### src/rtl/id_stage_pkg.sv
// id_stage_pkg: shared constants and types for the decode/register-read stage.
//   - datapath geometry (NUM_REGS, ADDR_W, DATA_W, INSTR_W)
//   - opcode encodings and the ALU function codes used by LLB/LHB
//   - halt state type and an ALU-class opcode helper
package id_stage_pkg;

    localparam int NUM_REGS = 16;
    localparam int ADDR_W   = 4;
    localparam int DATA_W   = 16;
    localparam int INSTR_W  = 16;

    // ALU class occupies opcodes OPC_ALU_MIN..OPC_ALU_MAX; func is opcode[2:0]
    localparam logic [3:0] OPC_ALU_MIN = 4'b0000;
    localparam logic [3:0] OPC_ALU_MAX = 4'b0111;
    localparam logic [3:0] OPC_LLB     = 4'b1010;
    localparam logic [3:0] OPC_LHB     = 4'b1011;
    localparam logic [3:0] OPC_HLT     = 4'b1111;

    // EX function codes that implement the byte-load operations
    localparam logic [2:0] LLB_FUNC = 3'b110;
    localparam logic [2:0] LHB_FUNC = 3'b111;

    typedef enum logic {
        ST_RUN    = 1'b0,
        ST_HALTED = 1'b1
    } halt_state_t;

    function automatic logic is_alu(input logic [3:0] opc);
        return (opc >= OPC_ALU_MIN) && (opc <= OPC_ALU_MAX);
    endfunction

endpackage

### src/rtl/id_stage_if.sv
// id_stage_if: instruction/operand bundle between the fetch side, the
// decode stage and EX.
//   master: drives instr, wb_data, zr; observes decode outputs
//   slave : the id_stage itself
interface id_stage_if;
    import id_stage_pkg::*;

    logic [INSTR_W-1:0] instr;
    logic [DATA_W-1:0]  wb_data;
    logic               zr;
    logic [DATA_W-1:0]  src0;
    logic [DATA_W-1:0]  p1;
    logic [7:0]         imm8;
    logic [3:0]         shamt;
    logic [2:0]         func;
    logic               src1sel;
    logic               rf_we;
    logic               zflag;
    logic               hlt;

    modport master (
        output instr, wb_data, zr,
        input  src0, p1, imm8, shamt, func, src1sel, rf_we, zflag, hlt
    );

    modport slave (
        input  instr, wb_data, zr,
        output src0, p1, imm8, shamt, func, src1sel, rf_we, zflag, hlt
    );

endinterface

### src/rtl/id_stage_reg_file.sv
// id_stage_reg_file: NUM_REGS x DATA_W register file.
//   clk, rst      : clock, async active-high reset (clears every entry)
//   ra0/rd0       : combinational read port 0
//   ra1/rd1       : combinational read port 1
//   we, wa, wd    : synchronous write port
// R0 is hardwired to zero: writes to it are dropped and reads return 0.
// Reads show the current contents, so a same-cycle write is not bypassed.
module id_stage_reg_file
    import id_stage_pkg::*;
(
    input  logic              clk,
    input  logic              rst,
    input  logic [ADDR_W-1:0] ra0,
    input  logic [ADDR_W-1:0] ra1,
    output logic [DATA_W-1:0] rd0,
    output logic [DATA_W-1:0] rd1,
    input  logic              we,
    input  logic [ADDR_W-1:0] wa,
    input  logic [DATA_W-1:0] wd
);

    logic [DATA_W-1:0] mem [NUM_REGS];

    always_ff @(posedge clk or posedge rst) begin
        if (rst) begin
            for (int i = 0; i < NUM_REGS; i++) begin
                mem[i] <= '0;
            end
        end else if (we && (wa != '0)) begin
            mem[wa] <= wd;
        end
    end

    assign rd0 = (ra0 == '0) ? '0 : mem[ra0];
    assign rd1 = (ra1 == '0) ? '0 : mem[ra1];

endmodule

### src/rtl/id_stage.sv
// id_stage: instruction decode and register read, feeding EX in the same
// cycle the instruction is presented.
//   clk, rst : clock, async active-high reset
//   bus      : id_stage_if.slave -- instr/wb_data/zr in, decoded operand
//              and control fields, rf_we, zflag, hlt out
// Owns the register file, the zero flag and the halt state.
//
//   state     | meaning
//   ----------+---------------------------------------------------------
//   ST_RUN    | normal execution; writes and flag updates allowed
//   ST_HALTED | HLT seen; writes and flag frozen until rst, decode live
module id_stage
    import id_stage_pkg::*;
(
    input  logic     clk,
    input  logic     rst,
    id_stage_if.slave bus
);

    logic [3:0]        opcode;
    logic [ADDR_W-1:0] rd;
    logic [ADDR_W-1:0] rs;
    logic [ADDR_W-1:0] rt;

    logic [ADDR_W-1:0] ra0;
    logic [ADDR_W-1:0] ra1;
    logic [DATA_W-1:0] rdata0;
    logic [DATA_W-1:0] rdata1;

    logic [2:0]        func_dec;
    logic              src1sel_dec;
    logic              we_dec;
    logic              flag_upd;

    halt_state_t       state;
    halt_state_t       state_nxt;
    logic              halted;
    logic              rf_we_int;
    logic              zflag_q;

    assign opcode = bus.instr[15:12];
    assign rd     = bus.instr[11:8];
    assign rs     = bus.instr[7:4];
    assign rt     = bus.instr[3:0];

    always_comb begin
        func_dec    = 3'b000;
        src1sel_dec = 1'b0;
        we_dec      = 1'b0;
        flag_upd    = 1'b0;
        ra0         = rs;
        ra1         = rt;
        if (is_alu(opcode)) begin
            func_dec = opcode[2:0];
            we_dec   = 1'b1;
            flag_upd = 1'b1;
        end else if (opcode == OPC_LLB || opcode == OPC_LHB) begin
            // byte loads merge imm8 into the old rd value, so rd is read on both ports
            func_dec    = (opcode == OPC_LLB) ? LLB_FUNC : LHB_FUNC;
            src1sel_dec = 1'b1;
            we_dec      = 1'b1;
            ra0         = rd;
            ra1         = rd;
        end
    end

    assign rf_we_int = we_dec && !halted;

    id_stage_reg_file u_reg_file (
        .clk (clk),
        .rst (rst),
        .ra0 (ra0),
        .ra1 (ra1),
        .rd0 (rdata0),
        .rd1 (rdata1),
        .we  (rf_we_int),
        .wa  (rd),
        .wd  (bus.wb_data)
    );

    always_ff @(posedge clk or posedge rst) begin
        if (rst) begin
            zflag_q <= 1'b0;
        end else if (flag_upd && !halted) begin
            zflag_q <= bus.zr;
        end
    end

    // halt FSM: state register
    always_ff @(posedge clk or posedge rst) begin
        if (rst) begin
            state <= ST_RUN;
        end else begin
            state <= state_nxt;
        end
    end

    // halt FSM: next state
    always_comb begin
        state_nxt = state;
        case (state)
            ST_RUN:    if (opcode == OPC_HLT) state_nxt = ST_HALTED;
            ST_HALTED: state_nxt = ST_HALTED;
            default:   state_nxt = ST_RUN;
        endcase
    end

    // halt FSM: outputs
    always_comb begin
        halted = (state == ST_HALTED);
    end

    assign bus.src0    = rdata0;
    assign bus.p1      = rdata1;
    assign bus.imm8    = bus.instr[7:0];
    assign bus.shamt   = bus.instr[3:0];
    assign bus.func    = func_dec;
    assign bus.src1sel = src1sel_dec;
    assign bus.rf_we   = rf_we_int;
    assign bus.zflag   = zflag_q;
    assign bus.hlt     = halted;

endmodule

### src/flat_wrapper.sv
// flat-port wrapper written by rule: the top's interface ports become plain ports
module id_stage_flat import id_stage_pkg::*;
  (clk, rst, bus_instr, bus_wb_data, bus_zr, bus_src0, bus_p1, bus_imm8, bus_shamt, bus_func, bus_src1sel, bus_rf_we, bus_zflag, bus_hlt);
  id_stage_if bus_i ();
  input  logic clk;
  input  logic rst;
  input wire logic [$bits(bus_i.instr)-1:0] bus_instr;
  input wire logic [$bits(bus_i.wb_data)-1:0] bus_wb_data;
  input wire logic [$bits(bus_i.zr)-1:0] bus_zr;
  output wire logic [$bits(bus_i.src0)-1:0] bus_src0;
  output wire logic [$bits(bus_i.p1)-1:0] bus_p1;
  output wire logic [$bits(bus_i.imm8)-1:0] bus_imm8;
  output wire logic [$bits(bus_i.shamt)-1:0] bus_shamt;
  output wire logic [$bits(bus_i.func)-1:0] bus_func;
  output wire logic [$bits(bus_i.src1sel)-1:0] bus_src1sel;
  output wire logic [$bits(bus_i.rf_we)-1:0] bus_rf_we;
  output wire logic [$bits(bus_i.zflag)-1:0] bus_zflag;
  output wire logic [$bits(bus_i.hlt)-1:0] bus_hlt;
  assign bus_i.instr = bus_instr;
  assign bus_i.wb_data = bus_wb_data;
  assign bus_i.zr = bus_zr;
  assign bus_src0 = bus_i.src0;
  assign bus_p1 = bus_i.p1;
  assign bus_imm8 = bus_i.imm8;
  assign bus_shamt = bus_i.shamt;
  assign bus_func = bus_i.func;
  assign bus_src1sel = bus_i.src1sel;
  assign bus_rf_we = bus_i.rf_we;
  assign bus_zflag = bus_i.zflag;
  assign bus_hlt = bus_i.hlt;
  id_stage u_core (.clk(clk), .rst(rst), .bus(bus_i));
endmodule
### config.mk
export PLATFORM = sky130hd
export DESIGN_NAME = id_stage_flat
export DESIGN_NICKNAME = d
export VERILOG_FILES = /design/src/rtl/id_stage_pkg.sv /design/src/rtl/id_stage_if.sv /design/src/rtl/id_stage_reg_file.sv /design/src/rtl/id_stage.sv /design/src/flat_wrapper.sv
export SDC_FILE = /design/constraint.sdc
export NUM_CORES = 1
export LEC_CHECK = 0
export CAP_MARGIN = 20
export CORE_UTILIZATION = 60
export CTS_CLUSTER_SIZE = 24
export DETAILED_ROUTE_END_ITERATION = 8
export GPL_TIMING_DRIVEN = 0
export PLACE_DENSITY_LB_ADDON = 0.15
export SYNTH_ARGS = -nofsm -noshare
export SYNTH_HDL_FRONTEND = slang
export SYNTH_SLANG_ARGS = --single-unit
### constraint.sdc
create_clock -name clk -period 17.4 [get_ports clk]
set_input_delay 5.22 -clock clk [delete_from_list [all_inputs] [get_ports clk]]
set_output_delay 5.22 -clock clk [all_outputs]
set_load 0.01 [all_outputs]
== Yosys cells after proc, flatten, opt, wreduce, memory -nomap -nowiden ==
Index checks and enable logic that the tools add are counted.

* Register bits after elaboration: 258
* Output and inout bits: 51
* Word-level logic and storage cells: 65
* Input bits: 35

* Bitwise logic cells: 4
* Magnitude comparators: 6
* Reductions and logical operators: 10
* Equality and inequality tests: 3
* Mux-type cells: 24

{| class="wikitable"
|+ Operators by type and width
! cell !! number
|-
| $bwmux 256 || 1
|-
| $bmux 16 s4 || 2
|-
| $mux 16 || 7
|-
| $demux 16 s4 || 1
|-
| $mux 4 || 4
|-
| $ge 5x5->1 const B || 3
|-
| $not 4->5 || 3
|-
| $eq 4x4->1 const B || 3
|-
| $logic_not 4->1 || 2
|-
| $mux 1 || 6
|-
| $mux 3 || 2
|-
| $logic_and 1x1->1 || 5
|-
| $lt 5x1->1 const B || 1
|-
| $ge 4x1->1 const B || 1
|-
| $le 4x3->1 const B || 1
|-
| $reduce_bool 4->1 || 1
|-
| $pmux 1 s2 || 1
|-
| $logic_not 1->1 || 1
|-
| $logic_or 1x1->1 || 1
|-
| $not 1->1 || 1
|}

== Logic depth before layout (Yosys ltp) ==
* Depth in word-level cells: 9
* Gate-level depth with buffers: 11

== Modules after synthesis ==
Synthesis repeated with hierarchy kept, for this count alone.

* Cell total of the unflattened synthesis: 927
* Area, all modules: 13,457.9 um^2

{| class="wikitable"
|+ Modules (own cells, without submodules)
! module !! sequential area each (um^2) !! cells each !! area each (um^2) !! times used
|-
| id_stage_reg_file || 6,030.8 || 892 || 13,110.1 || 1
|-
| id_stage || 50.0 || 35 || 347.8 || 1
|}

== Worst setup path before layout ==
OpenSTA, ideal clock, no wires.

* Path type: input to output
* From: input port bus_instr[15]
* To: output port bus_p1[14]
* Cell stages on the path: 9
* Data required time: 12.180 ns
* Arrival: 6.784 ns
* Slack: 5.396 ns
* Path buffers: 3
* Cells stage by stage: buf_4 -> nand3b_1 -> buf_6 -> a21oi_4 -> buf_6 -> mux2_1 -> a221oi_1 -> a211oi_1 -> a31o_1

* Cells in the longest elaborated chain, start to end: 9
* Elaborated cells on any way between the ends: 14
* Those cells by class: order compare (2); eq/ne (2); mux (6); bitwise (1); reduce/logical (3)

{| class="wikitable"
|+ RTL lines
! element !! RTL line !! text
|-
| from (decl) || flat_wrapper.sv:7 || <nowiki>input wire logic [$bits(bus_i.instr)-1:0] bus_instr;</nowiki>
|-
| branches (longest 3 deep; another with $ge 4x1->1) || n/a ||
|-
| $mux 4 * || id_stage.sv:53 || <nowiki>if (is_alu(opcode)) begin</nowiki>
|-
| $not 4->5 (implied by the code) || id_stage_reg_file.sv:35 || <nowiki>assign rd1 = (ra1 == '0) ? '0 : mem[ra1];</nowiki>
|-
| $bmux 16 s4 || id_stage_reg_file.sv:35 ||
|-
| $mux 16 (implied by the code) (2 in a row) || id_stage_reg_file.sv:35 ||
|-
| $mux 16 * || id_stage_reg_file.sv:35 ||
|-
| to (decl) || flat_wrapper.sv:11 || <nowiki>output wire logic [$bits(bus_i.p1)-1:0] bus_p1;</nowiki>
|}

Mark *: on every way between the ends. The select of a mux whose other input is x is not followed.

== Worst setup path after layout ==
* From: input port bus_instr[14]
* To: output port bus_p1[14]

Same word-level chain as after synthesis.

==> results.yml <==
sta:
  rsz0062_at_grt: "no"
  setup_viol: 0
  worst_pin_slew_ns: 1.16
  hold_viol_final: 0
  skew_ns: 0.0112
  slew_headroom_pct: 22.5
  drv_slew: 0
  max_freq_ghz: 0.0701
  setup_tns_ns: 0
  min_period_ns: 14.27
  postLayoutSetupSlackWorst_ns: 3.13
  fin_crit_sh_pct: 82.0
critical_path:
  arrival_ns: 9.05
  critPathCaptureType: "primary output"
  crit_end: "bus_p1[14]"
  worstSetupPathType: "primary input to primary output"
  rr_startpoint: "u_core.bus.hlt$_DFF_PP0_"
  required_ns: 12.18
  crit_start: "bus_instr[14]"
  cp_slowest_cell: "a211oi_1"
  crit_chain: "clkdlybuf4s50_1 > nand3b_1 > buf_6 > buf_6 > a32oi_1 > buf_2 > o21ai_0 > a211oi_1 > a31o_1 > clkdlybuf4s50_1"
  critical_path.reg2reg.endpoint: "u_core.u_reg_file.mem[8]$_DFFE_PP0P_"
  worst-path-max-fanout: 10
  r2r_cells: 5
  crit_path_max_incr_delay_ns: 0.74
  rrSetupSlack_ns: 15.08
  critPathLaunchType: "primary input"
yosys:
  synth.top_cells.by_count: "dfrtp_1, nand2_1, mux2_2"
  synth-async-reset-ratio_pct: 100
  yosysMostFrequentCell: "dfrtp_1"
  synth_top_area_share_pct: 43.8
  yosysTopAreaCell: "dfrtp_1"
  synth_cell_type_count: 58
  synth.avg_cell_area_sq_um: 10.6
  synth_edf_count: 0
  syn_inst: 1305
  synth-seq-cells: 243
  ys_warn_count: 0
  synth_fp_nets: 1340
  netlist_top_cells_area: "dfrtp_1, mux2_2, mux2_1"
  ys.flop_type: "dfrtp_1"
  syn-cell-area_sq_um: 13900
  yosysSeqAreaShare_pct: 43.8
power_and_ir_drop:
  power_density_nw_per_um2: 113
  cellLeakagePower_nw: 7.28
  vdd_drop_max_uv: 101
placed_design:
  place_congestion: 1.01
  post-place-ws_ns: 3.41
  hpwlAfterDp_um: 34500
  portBuffers: 83
floorplanning:
  die_w_um: 154
  initial_utilization_pct: 61.3
  die_h_um: 154
  std_cell_rows: 55
  io_pins: 86
  core_sq_um: 22600
  die-area_sq_um: 23700
clock_network:
  clk_latency_ns: 0.55
  cts-htree-levels: 1
  clockRootBuffer: "clkbuf_16"
  clockBufferDepth: 3
  clkTransAtPathRegs_ns: 0.07
  ctsResizeCount: 0
  cts_sinks: 243
  cts_setup_buffers: 0
  cts_hold_buf: 0
  cts_made_buffers: 27
  cts_tree: "built"
route:
  via_per_inst: 6.89
  route.detailed.drc: 0
  detail_route.wl_per_cell_um: 29.3
  first_pass_iters: 9
  drt_iter0_drc: 1619
  ant_nets: 0
  via_count: 11900
  totalWireLength_um: 50500
outcome:
  outcome: "completed"
grt:
  grt_overflow: 0
  grt_first_pass_wirelength_um: 74200
  grt_max_degree: 122
  grt_pass1_vias: 11700
  grt.total_usage_pct: 43.1
  antenna_found_initial: 1
cells_and_area:
  layout-drive-gt1-share_pct: 23.1
  synthToLayoutAreaGrowth_pct: 15.5
  nNetsFinal: 1454
  fill_cells: 1730
  diodes: 0
hold_path:
  hold_path_class: "register to register"
  hold_path_depth: 1
job:
  cap_violations: 0
-- area by class of cell --
cell class	instances	area, sq um	share of cell area, %
Buffer	121	674	4.21
Clock buffer	43	836	5.21
Clock inverter	7	63.8	0.398
Inverter	4	25.0	0.156
Multi-Input combinational cell	937	7110	44.3
Sequential cell	243	6080	37.9
Tap cell	285	357	2.22
Timing Repair Buffer	85	886	5.53
-- cell usage in the layout, fill, tap and decap left out, types with 28 or more instances in the layout --
cell type	Yosys	layout
dfrtp_1	243	243
nand2_1	207	207
mux2_2	169	169
mux2_1	101	101
a21oi_1	93	93
clkdlybuf4s50_1	0	83
mux2i_1	77	77
buf_2	56	56
clkbuf_1	28	34
nand3_1	31	31
buf_4	28	28
-- registers in the layout, summed over array words and instances (netlist names) --
signal / count
u_core.bus.zflag: 1
u_core.bus.hlt: 1
u_core.u_reg_file.mem: 241
-- report_power, final --
group	switching (mW)	leakage [nW]	total, mW	internal, mW
Combinational	0.233	3.67	0.440	0.207
Sequential	0.102	3.16	0.788	0.686
Clock	0.234	0.450	0.577	0.342
Total	0.569	7.28	1.80	1.23
-- kinds of logic (layout without fill, tap and decap cells) --
kind of cell	count (synthesis)	after routing	share of synthesized area [%]
AND/OR/NAND/NOR	317	317	10.4
AO/OA/AOI/OAI	272	272	13.2
flip-flops	243	243	43.8
buffers and inverters	125	260	4.98
multiplexers	348	348	27.6
-- worst min-delay path by stage --
stage / from / to
2_1_floorplan: u_core.u_reg_file.mem[251]$_DFFE_PP0P_ / u_core.u_reg_file.mem[251]$_DFFE_PP0P_
5_1_grt: u_core.u_reg_file.mem[251]$_DFFE_PP0P_ / u_core.u_reg_file.mem[251]$_DFFE_PP0P_
3_5_place_dp: u_core.u_reg_file.mem[251]$_DFFE_PP0P_ / u_core.u_reg_file.mem[251]$_DFFE_PP0P_
3_3_place_gp: u_core.u_reg_file.mem[251]$_DFFE_PP0P_ / u_core.u_reg_file.mem[251]$_DFFE_PP0P_
6_report: u_core.u_reg_file.mem[251]$_DFFE_PP0P_ / u_core.u_reg_file.mem[251]$_DFFE_PP0P_
4_1_cts: u_core.u_reg_file.mem[251]$_DFFE_PP0P_ / u_core.u_reg_file.mem[251]$_DFFE_PP0P_
-- routing by layer --
metal  vias to the layer above  track usage (%)  wire length (um)
li1                       4980                -                 -
met1                      5873             58.1             19900
met2                       851             61.4             21000
met3                       183             15.6              7080
met4                         6             19.6              2470
met5                         -             5.18               175
-- metrics by stage --
step           cells  power (mW)  area [sq um]  hold WS (ns)  utilization (%)
3_5_place_dp    1675        1.21         15100         0.452             66.8
4_1_cts         1725        1.79         16000         0.466             70.8
5_1_grt         1725        1.86         16000         0.483             70.8
3_3_place_gp    1673        1.20         15100         0.447             66.6
2_1_floorplan   1305        1.04         13900         0.430                -
6_report        1725        1.80         16000         0.467             70.8
-- worst max-delay path: cells and delay by family --
kind                   cells  cell delay (ns)
buffers and inverters      5             1.78
and+or+nand+nor            1             0.23
AOI/OAI and AO/OA          4             1.81
No activity file was read; power rests on OpenSTA's default activity.
